[config.mk]
export PLATFORM = sky130hd
export DESIGN_NAME = bcd_to_seven_seg
export DESIGN_NICKNAME = d
export VERILOG_FILES = /design/src/rtl/bcd_to_seven_seg.sv
export SDC_FILE = /design/constraint.sdc
export NUM_CORES = 1
export LEC_CHECK = 0
export ABC_CLOCK_PERIOD_IN_PS = 800
export BUFFER_PORTS_ARGS = -buffer_cell sky130_fd_sc_hd__buf_2
export CORE_AREA = 2 2 39 41
export CTS_CLUSTER_DIAMETER = 120
export DETAILED_ROUTE_END_ITERATION = 12
export DIE_AREA = 0 0 41 43
export GPL_ROUTABILITY_DRIVEN = 0
export PLACE_DENSITY = 0.62
export SYNTH_ARGS = -nofsm -noshare
export SYNTH_HDL_FRONTEND = slang
export SYNTH_SLANG_ARGS = --single-unit
export TNS_END_PERCENT = 20
[constraint.sdc]
create_clock -name clk -period 0.8 [get_ports clk]
set_input_delay 0.16 -clock clk [delete_from_list [all_inputs] [get_ports clk]]
set_output_delay 0.16 -clock clk [all_outputs]
set_load 0.1 [all_outputs]
[src/rtl/bcd_to_seven_seg.sv]
// bcd_to_seven_seg: registered BCD-to-seven-segment decoder for one display digit.
// Adds lamp test, blanking, 7447-style ripple leading-zero blanking and an invalid-code flag.
// Every output is registered, so there is exactly one clk cycle of latency.
//
// Parameters:
//   ACTIVE_LOW - 1: a segment is lit when its SEG bit is 0 (common anode).
//                0: a segment is lit when its SEG bit is 1.
//
// Ports:
//   clk       - system clock, rising edge
//   rst_n     - asynchronous active-low reset
//   BCD       - digit code; 0-9 are valid, 10-15 are invalid
//   lamp_test - 1 lights all segments (highest priority)
//   blank     - 1 turns all segments off
//   rbi       - ripple-blank in; 1 blanks this digit when it is zero
//   SEG       - segment drive, bit0=a ... bit6=g
//   rbo       - ripple-blank out; 1 when this digit was blanked as a leading zero
//   invalid   - 1 when BCD is 10-15 and neither lamp_test nor blank is active

module bcd_to_seven_seg #(
    parameter bit ACTIVE_LOW = 1'b1
) (
    input  logic       clk,
    input  logic       rst_n,
    input  logic [3:0] BCD,
    input  logic       lamp_test,
    input  logic       blank,
    input  logic       rbi,
    output logic [6:0] SEG,
    output logic       rbo,
    output logic       invalid
);

    // Polarity mask; XOR with an active-high pattern gives the pin-level drive.
    localparam logic [6:0] PolMask = {7{ACTIVE_LOW}};
    localparam logic [6:0] SegOff  = 7'h00 ^ PolMask;

    logic [6:0] digit_pat;
    logic [6:0] seg_hi;
    logic [6:0] seg_d;
    logic       rbo_d;
    logic       invalid_d;

    // Active-high gfedcba patterns; 6 and 9 are drawn with their tails.
    always_comb begin
        digit_pat = 7'h40;
        case (BCD)
            4'd0:    digit_pat = 7'h3F;
            4'd1:    digit_pat = 7'h06;
            4'd2:    digit_pat = 7'h5B;
            4'd3:    digit_pat = 7'h4F;
            4'd4:    digit_pat = 7'h66;
            4'd5:    digit_pat = 7'h6D;
            4'd6:    digit_pat = 7'h7D;
            4'd7:    digit_pat = 7'h07;
            4'd8:    digit_pat = 7'h7F;
            4'd9:    digit_pat = 7'h6F;
            default: digit_pat = 7'h40; // dash for 10-15
        endcase
    end

    // Control priority: lamp test, blank, invalid code, ripple blank, normal digit.
    always_comb begin
        seg_hi    = digit_pat;
        rbo_d     = 1'b0;
        invalid_d = 1'b0;
        if (lamp_test) begin
            seg_hi = 7'h7F;
        end else if (blank) begin
            seg_hi = 7'h00;
        end else if (BCD > 4'd9) begin
            seg_hi    = 7'h40;
            invalid_d = 1'b1;
        end else if (rbi && (BCD == 4'd0)) begin
            seg_hi = 7'h00;
            rbo_d  = 1'b1;
        end
        seg_d = seg_hi ^ PolMask;
    end

    always_ff @(posedge clk or negedge rst_n) begin
        if (!rst_n) begin
            SEG     <= SegOff;
            rbo     <= 1'b0;
            invalid <= 1'b0;
        end else begin
            SEG     <= seg_d;
            rbo     <= rbo_d;
            invalid <= invalid_d;
        end
    end

endmodule

==> flow_metrics.tcl, run 1 <==
set metrics [dict create \
    crit_buf_inv 1 \
    finalSetupViolCount 15 \
    max_freq_ghz 0.830 \
    synth_cell_types 24 \
    synth_area_um2 513 \
    core_mm2 0.00138 \
    critPathTopFamily "flip-flops" \
    clkTransAtPathRegs_ns 0.06 \
    io_buffers 17 \
    antenna_found_initial 0 \
    finalHoldViolations 0 \
    endpoint_kind "primary output" \
    grt_max_degree 10 \
    criticalPathCategory "flip-flop to primary output" \
    status "finished with violations" \
    totalWireLength_um 933 \
    synth_mux_area_share_pct 2.20 \
    drtIter0Drc 0 \
    slowest_delay_ns 0.62 \
    drv_cap 0 \
    power_density_mw_per_mm2 1490 \
    dp_hpwl_um 808 \
    dp_slack_ns -0.472 \
    dr.pass1.iters 1 \
    hp-class "input port to flip-flop" \
    netlist_instances 47 \
    critPathRequiredTime_ns 0.64 \
    yosysTopAreaCell "dfstp_2" \
    htree_levels 1 \
    syn_to_final_growth_pct 86.3 \
    grt_overflow 0 \
    yosys.area_share.simple_pct 18.5 \
    final_cell_count_no_fill 92 \
    tritoncts "yes" \
    drc 0 \
    numCtsBuffers 3 \
    timing.critical_path.cells "buf_12" \
    die_y_um 43 \
    nNetsFinal 92 \
    place_inst 87 \
    die_x_um 41 \
    crit_path_top_delay_cell "dfstp_4" \
    path_depth 1 \
    synth_top_area_share_pct 35.9 \
    initial_core_util_pct 37.1 \
    cp_max_fo 1 \
    worst-slew-pin-transition_ns 0.278 \
    cts_root_buffer "clkbuf_4" \
    drive_above_1_share_pct 65.8 \
    violations "setup timing" \
    syn_nets 62 \
    grt.total_usage_pct 14.9 \
    synthFlopType "dfstp_2" \
    maxSlewViolCount 0 \
    synth.area.top_cells "dfstp_2, ha_1, dfrtp_1" \
    grt_pass1_vias 425 \
    crit_arrival_ns 1.05 \
    relSlewSlack_pct 81.5 \
    wl_per_cell_um 10.1 \
    antenna_left 0 \
    fill_cells 96 \
    syn_area_per_cell_um2 10.9 \
    synth_top_family_by_area "simple AND/OR/NAND/NOR gates" \
    grt_pass1_wl_um 1750 \
    async_flop_share_pct 100 \
    viasPerCell 4.62 \
    synth_xor_area_share_pct 0 \
    p_leak_uw 0.000413 \
    synthTopCellsByCount "dfstp_2, a21oi_1, ha_1" \
    worst_setup_path_start_kind "flip-flop" \
    fin_crit_sh_pct 151 \
    synth.most_common_cell "dfstp_2" \
    num_vias 425 \
    min_path_cells 2 \
    setup_slack_ns -0.405 \
    grt_setup_unrepaired "true" \
    row_count 14 \
    period_minus_slack_ns 1.21 \
    design.portCount 18 \
    synth-compound-area-share_pct 15.1 \
    yosys_warnings 0 \
    ir_worst_vdd_v 0.000542 \
    diodes 0 \
    synth-edff-count 0 \
    synth_fa_ha_area_share_pct 14.6 \
    ys_seq_area_share_pct 45.6 \
    die-area_mm2 0.00176 \
    cts.sinks 9 \
    synth-seq-cells 9 \
    clockBufferDepth 2 \
]
-- cell type report --
cell class | count | area (µm²) | area share (%)
Timing Repair Buffer | 27 | 310 | 32.5
Multi-Input combinational cell | 33 | 305 | 31.9
Sequential cell | 9 | 263 | 27.5
Inverter | 3 | 31.3 | 3.27
Clock buffer | 4 | 26.3 | 2.75
Tap cell | 16 | 20.0 | 2.09
-- path summary, 6_finish.rpt --
check                          start      end  slack, ns
worst min-delay path       lamp_test   SEG[5]       0.14
min in group asynchronous      rst_n  invalid       0.27
max in group asynchronous      rst_n   SEG[1]       0.30
worst max-delay path          SEG[6]   SEG[6]      -0.41
-- cell usage in the layout (no fill, tap or decap), types with 2 or more instances in the layout --
cell      Yosys  layout
a21oi_1       6       6
buf_12        0       9
buf_2         1       6
buf_4         0       9
buf_6         0       2
clkbuf_4      0       3
dfrtp_2       0       2
dfstp_4       0       7
ha_1          6       5
nand2_1       3       3
nand2b_1      3       3
-- per-layer routing --
metal	track usage, %	part of all wire, %
met2	25.9	60
met5	0	0
met3	0	3.8
met4	12.0	2.3
met1	15.1	34
-- through the flow --
| step | TNS (ns) | power [µW] | hold slack (ns) | instance area, µm² | util (%) |
|---|---|---|---|---|---|
| after floorplan | -2.10 | 856 | -0.136 | 588 | - |
| after global placement | -4.52 | 1070 | 0.00772 | 885 | 63.9 |
| after detailed placement | -4.71 | 1080 | 0.00894 | 885 | 63.9 |
| after CTS | -3.69 | 1450 | 0.121 | 951 | 68.7 |
| after global routing | -4.21 | 1510 | 0.152 | 956 | 69.1 |
| final | -3.62 | 1420 | 0.143 | 956 | 69.1 |
-- report_power, final --
part | internal [µW] | switching, µW | total (µW) | leakage (µW)
Clock | 191 | 145 | 336 | 0.0000150
Sequential | 519 | 21.7 | 541 | 0.000102
Combinational | 221 | 326 | 547 | 0.000297
Total | 932 | 492 | 1420 | 0.000413
-- sequential cells by signal, indices dropped and copies added (netlist names) --
register,count
invalid,1
rbo,1
SEG,7
-- cell families after synthesis --
| logic type | after synthesis |
|---|---|
| buf+inv | 5 |
| simple gates | 15 |
| compound gates | 11 |
| fa+ha+maj | 6 |
| flops | 9 |
| mux | 1 |
-- repair_timing --
action                                  in CTS  in global routing
endpoints found under the hold margin        9                  0
hold buffers                                 1                  0
cloned                                       0                  0
buffers inserted                             0                  0
resized for setup                            8                  1
endpoints found under the setup margin      17                 18
pin swaps                                    3                  1
(Power assumes the default switching activity.)
==> run 2: changes to the inputs <==
--- a/config.mk
+++ b/config.mk
@@ -13,6 +13,7 @@
 export DIE_AREA = 0 0 41 43
 export GPL_ROUTABILITY_DRIVEN = 0
 export PLACE_DENSITY = 0.62
+export REMOVE_ABC_BUFFERS = 1
 export SYNTH_ARGS = -nofsm -noshare
 export SYNTH_HDL_FRONTEND = slang
 export SYNTH_SLANG_ARGS = --single-unit
==> run 2 against run 1 <==
The run still ends with setup timing left. Via count is 3.8% higher. First-iteration DRC count increased by 5. Clock-buffer cell count stayed put. Cell count grew 1.1%. Wire length up 2.0%. Worst hold slack gained 0.0055 ns. Critical path depth unchanged. Maximum frequency increased by 7.8%. Utilization shrank 4.7 points. Global-route usage decreased by 0.65 points. Power down 3.6%. Worst setup slack better by 0.088 ns. Largest cell class unchanged.
==> flow_metrics.tcl, run 2 (synthesis results as in run 1) <==
set metrics [dict create \
    timing.critical_path.cells "buf_12" \
    core_mm2 0.00138 \
    cts.sinks 9 \
    antenna_found_initial 0 \
    critPathRequiredTime_ns 0.64 \
    placed_cell_area_um2 820 \
    whs_ns 0.148 \
    die_y_um 43 \
    dr.pass1.iters 4 \
    endpoint_kind "primary output" \
    dp_hpwl_um 760 \
    p_leak_uw 0.000406 \
    setup_slack_ns -0.318 \
    fin_crit_sh_pct 140 \
    grt_overflow 0 \
    maxSlewViolCount 0 \
    hp-class "input port to flip-flop" \
    grt_pass1_wl_um 1660 \
    status "finished with violations" \
    place_inst 88 \
    power_density_mw_per_mm2 1540 \
    nNetsFinal 93 \
    top_register "SEG" \
    ir_worst_vdd_v 0.000587 \
    antenna_left 0 \
    relSlewSlack_pct 81.4 \
    final_common_cell "buf_4" \
    criticalPathCategory "flip-flop to primary output" \
    clkTransAtPathRegs_ns 0.05 \
    fill_cells 111 \
    cts_root_buffer "clkbuf_4" \
    grt_setup_unrepaired "true" \
    cp_max_fo 1 \
    totalWireLength_um 952 \
    crit_buf_inv 1 \
    syn_to_final_growth_pct 73.7 \
    io_buffers 17 \
    worst-slew-pin-transition_ns 0.279 \
    design.portCount 18 \
    design_area_um2 891 \
    num_vias 441 \
    drv_cap 0 \
    max_freq_ghz 0.895 \
    drc 0 \
    reg_top3 "SEG x7, invalid x1, rbo x1" \
    drive_above_1_share_pct 61.0 \
    die-area_mm2 0.00176 \
    finalHoldViolations 0 \
    grt.total_usage_pct 14.2 \
    wl_per_cell_um 10.2 \
    initial_core_util_pct 37.1 \
    htree_levels 1 \
    grt_pass1_vias 421 \
    diodes 0 \
    finalSetupViolCount 17 \
    drtIter0Drc 5 \
    crit_path_top_delay_cell "dfstp_2" \
    slowest_delay_ns 0.54 \
    die_x_um 41 \
    tritoncts "yes" \
    row_count 14 \
    viasPerCell 4.74 \
    period_minus_slack_ns 1.12 \
    largest_register_ffs 7 \
    grt_max_degree 10 \
    final_cell_count_no_fill 93 \
    worst_setup_path_start_kind "flip-flop" \
    numCtsBuffers 3 \
    utilization_pct 64.4 \
    violations "setup timing" \
    critPathTopFamily "flip-flops" \
    clockBufferDepth 2 \
    total_power_uw 1370 \
    crit_arrival_ns 0.96 \
    layout_common_cells "buf_4, buf_12, buf_2" \
]
## run 2: cell types whose count changed in the layout (fill, tap and decap cells not counted), sizes merged
cell,before,now
buf,26,27
## run 2: repair_timing
| item | in CTS | in global routing |
|---|---|---|
| resized for setup | 6 | 2 |
| pin swaps | 4 | 0 |
| hold buffers | 1 | 0 |
| endpoints found under the hold margin | 9 | 0 |
| setup buffers | 0 | 0 |
| endpoints found under the setup margin | 18 | 18 |
## run 2: worst paths after layout
check                          start  endpoint  slack (ns)  cells after the start
max                           SEG[1]    SEG[1]       -0.32                      1
min                        lamp_test    SEG[0]        0.15                      2
max in group asynchronous      rst_n    SEG[6]        0.28                      2
min in group asynchronous      rst_n       rbo        0.29                      2
## run 2: metal layers
| metal | share of wire, % | track usage (%) | vias to the layer above |
|---|---|---|---|
| met5 | 0 | 0 | - |
| met3 | 4.1 | 0 | 2 |
| met4 | 2.0 | 12.0 | 0 |
| met1 | 32 | 14.6 | 200 |
| li1 | - | - | 223 |
| met2 | 61 | 24.4 | 16 |
## run 2: stage by stage
step	TNS, ns	setup WS (ns)
3_5_place_dp	-4.24	-0.487
3_3_place_gp	-3.97	-0.449
2_1_floorplan	-3.73	-0.277
4_1_cts	-3.61	-0.328
5_1_grt	-4.19	-0.349
6_report	-3.36	-0.318
## run 2: cell type report
cell class / count / area [µm²] / share of cell area, %
Sequential cell: 9 / 234 / 26.3
Timing Repair Buffer: 28 / 305 / 34.3
Multi-Input combinational cell: 33 / 294 / 33.0
Tap cell: 16 / 20.0 / 2.25
Clock buffer: 4 / 26.3 / 2.95
Inverter: 3 / 11.3 / 1.26
## run 2: report_power, final
| part | total [µW] | leakage [µW] | switching [µW] | internal [µW] |
|---|---|---|---|---|
| sequential | 526 | 0.000101 | 21.9 | 504 |
| combinational | 528 | 0.000290 | 317 | 211 |
| clock | 319 | 0.0000150 | 129 | 190 |
==> run 3: changes to the inputs <==
--- a/config.mk
+++ b/config.mk
@@ -8,11 +8,11 @@
 export ABC_CLOCK_PERIOD_IN_PS = 800
 export BUFFER_PORTS_ARGS = -buffer_cell sky130_fd_sc_hd__buf_2
 export CORE_AREA = 2 2 39 41
-export CTS_CLUSTER_DIAMETER = 120
+export CTS_CLUSTER_DIAMETER = 80
 export DETAILED_ROUTE_END_ITERATION = 12
 export DIE_AREA = 0 0 41 43
 export GPL_ROUTABILITY_DRIVEN = 0
-export PLACE_DENSITY = 0.62
+export PLACE_DENSITY = 0.71
 export REMOVE_ABC_BUFFERS = 1
 export SYNTH_ARGS = -nofsm -noshare
 export SYNTH_HDL_FRONTEND = slang
==> run 3 against run 2 <==
The flow still finishes with violations (setup timing). Utilization is the same. Critical endpoint is now SEG[5]. Maximum frequency shrank 0.26%. Wire length increased by 7.5%. Combinational power about the same. Sequential cell count unchanged. Clock power barely moved. First-iteration DRC count is 40% higher. Worst hold slack got worse by 0.0019 ns. Final area unchanged. Global-route usage rose by 0.62 points. Highest routed layer unchanged. Clock-buffer cell count did not move. Non-clock buffer count rose by 1.
==> flow_metrics.tcl, run 3 (synthesis results as in run 1) <==
set metrics [dict create \
    status "finished with violations" \
    violations "setup timing" \
    relSlewSlack_pct 80.9 \
    ir_worst_vdd_v 0.000527 \
    dr.pass1.iters 4 \
    critPathTopFamily "flip-flops" \
    crit_path_end "SEG[5]" \
    grt_pass1_vias 450 \
    crit_arrival_ns 0.96 \
    die-area_mm2 0.00176 \
    timing.critical_path.cells "buf_12" \
    design.portCount 18 \
    io_buffers 17 \
    intPower_uw 906 \
    pwr-share-seq_pct 38.2 \
    power_density_mw_per_mm2 1550 \
    tritoncts "yes" \
    grt_pass1_wl_um 1820 \
    p_sw_share_pct 34.2 \
    criticalPathCategory "flip-flop to primary output" \
    power_switching_uw 470 \
    antenna_found_initial 0 \
    nNetsFinal 94 \
    endpoint_kind "primary output" \
    num_vias 450 \
    cp_max_fo 1 \
    layout_common_cells "buf_4, buf_12, buf_2" \
    path_depth 1 \
    drtIter0Drc 7 \
    initial_core_util_pct 37.1 \
    period_minus_slack_ns 1.12 \
    final_common_cell "buf_4" \
    startpoint "SEG[5]" \
    total_power_uw 1380 \
    utilization_pct 64.4 \
    numCtsBuffers 3 \
    maxSlewViolCount 0 \
    htree_levels 1 \
    grt_max_degree 10 \
    fin_tns_setup_ns -3.52 \
    max_freq_ghz 0.892 \
    top_register "SEG" \
    worst-slew-pin-transition_ns 0.286 \
    diodes 0 \
    design_area_um2 891 \
    grt_overflow 0 \
    critPathRequiredTime_ns 0.64 \
    wl_per_cell_um 10.9 \
    core_mm2 0.00138 \
    fill_cells 112 \
    finalSetupViolCount 17 \
    clockBufferDepth 2 \
    placed_cell_area_um2 827 \
    row_count 14 \
    setup_slack_ns -0.321 \
    drive_above_1_share_pct 61.5 \
    dp_hpwl_um 837 \
    p_comb_share_pct 38.5 \
    p_leak_uw 0.000409 \
    finalHoldViolations 0 \
    cts.sinks 9 \
    worst_setup_path_start_kind "flip-flop" \
    slowest_delay_ns 0.54 \
    grt.total_usage_pct 14.8 \
    largest_register_ffs 7 \
    clockPowerShare_pct 23.3 \
    die_x_um 41 \
    drc 0 \
    fin_crit_sh_pct 140 \
    viasPerCell 4.79 \
    cts_root_buffer "clkbuf_4" \
    crit_buf_inv 1 \
    syn_to_final_growth_pct 73.7 \
    grt_setup_unrepaired "true" \
    antenna_left 0 \
    drv_cap 0 \
    reg_top3 "SEG x7, invalid x1, rbo x1" \
    totalWireLength_um 1020 \
    crit_path_top_delay_cell "dfstp_2" \
    clkTransAtPathRegs_ns 0.05 \
    whs_ns 0.146 \
    min_path_cells 2 \
    die_y_um 43 \
    hp-class "input port to flip-flop" \
]
==> run 3: changes by cell type in the layout (fill, tap and decap cells not counted), sizes merged <==
| cell | delta |
|---|---|
| buf | +1 |
==> run 3: how the worst min path moves through the flow <==
| stage | to | start | slack, ns |
|---|---|---|---|
| finish | SEG[2] | lamp_test | 0.15 |
| global route | SEG[1] | lamp_test | 0.17 |
| CTS | SEG[2] | lamp_test | 0.14 |
| detailed placement | invalid | rst_n | 0.007 |
| global placement | invalid | rst_n | 0.004 |
| floorplan | invalid | rst_n | -0.14 |
==> run 3: timing repair <==
action,in CTS,in global routing
hold endpoints to repair,9,0
hold buffers,1,0
gates resized for setup,6,1
pin swaps,3,0
endpoints found under the setup margin,18,18
setup buffers,0,0
==> run 3: area by class of cell <==
class / instances / area [µm²] / area share (%)
clock buffers: 4 / 26.3 / 2.95
inverters: 3 / 11.3 / 1.26
well taps: 16 / 20.0 / 2.25
repair buffers: 29 / 313 / 35.1
multi-input cells: 33 / 287 / 32.2
flip-flops and latches: 9 / 234 / 26.3
==> run 3: power groups by stage <==
stage	Combinational (µW)	Clock [µW]	Sequential (µW)
floorplan	76.0	0	733
global placement	504	0	532
detailed placement	510	0	533
CTS	523	337	527
global route	562	367	527
finish	530	321	526
==> run 3: metrics by stage <==
| step | instances | worst slack, ns |
|---|---|---|
| after detailed placement | 89 | -0.520 |
| after global routing | 94 | -0.347 |
| final | 94 | -0.321 |
| after CTS | 94 | -0.337 |
| after global placement | 89 | -0.439 |
| after floorplan | 45 | -0.277 |
==> run 3: per-layer routing <==
metal	share of wire (%)	global-route usage, %
met2	57	24.4
met5	0	0
met4	1.2	10.0
met1	36	16.7
met3	5.6	1.57
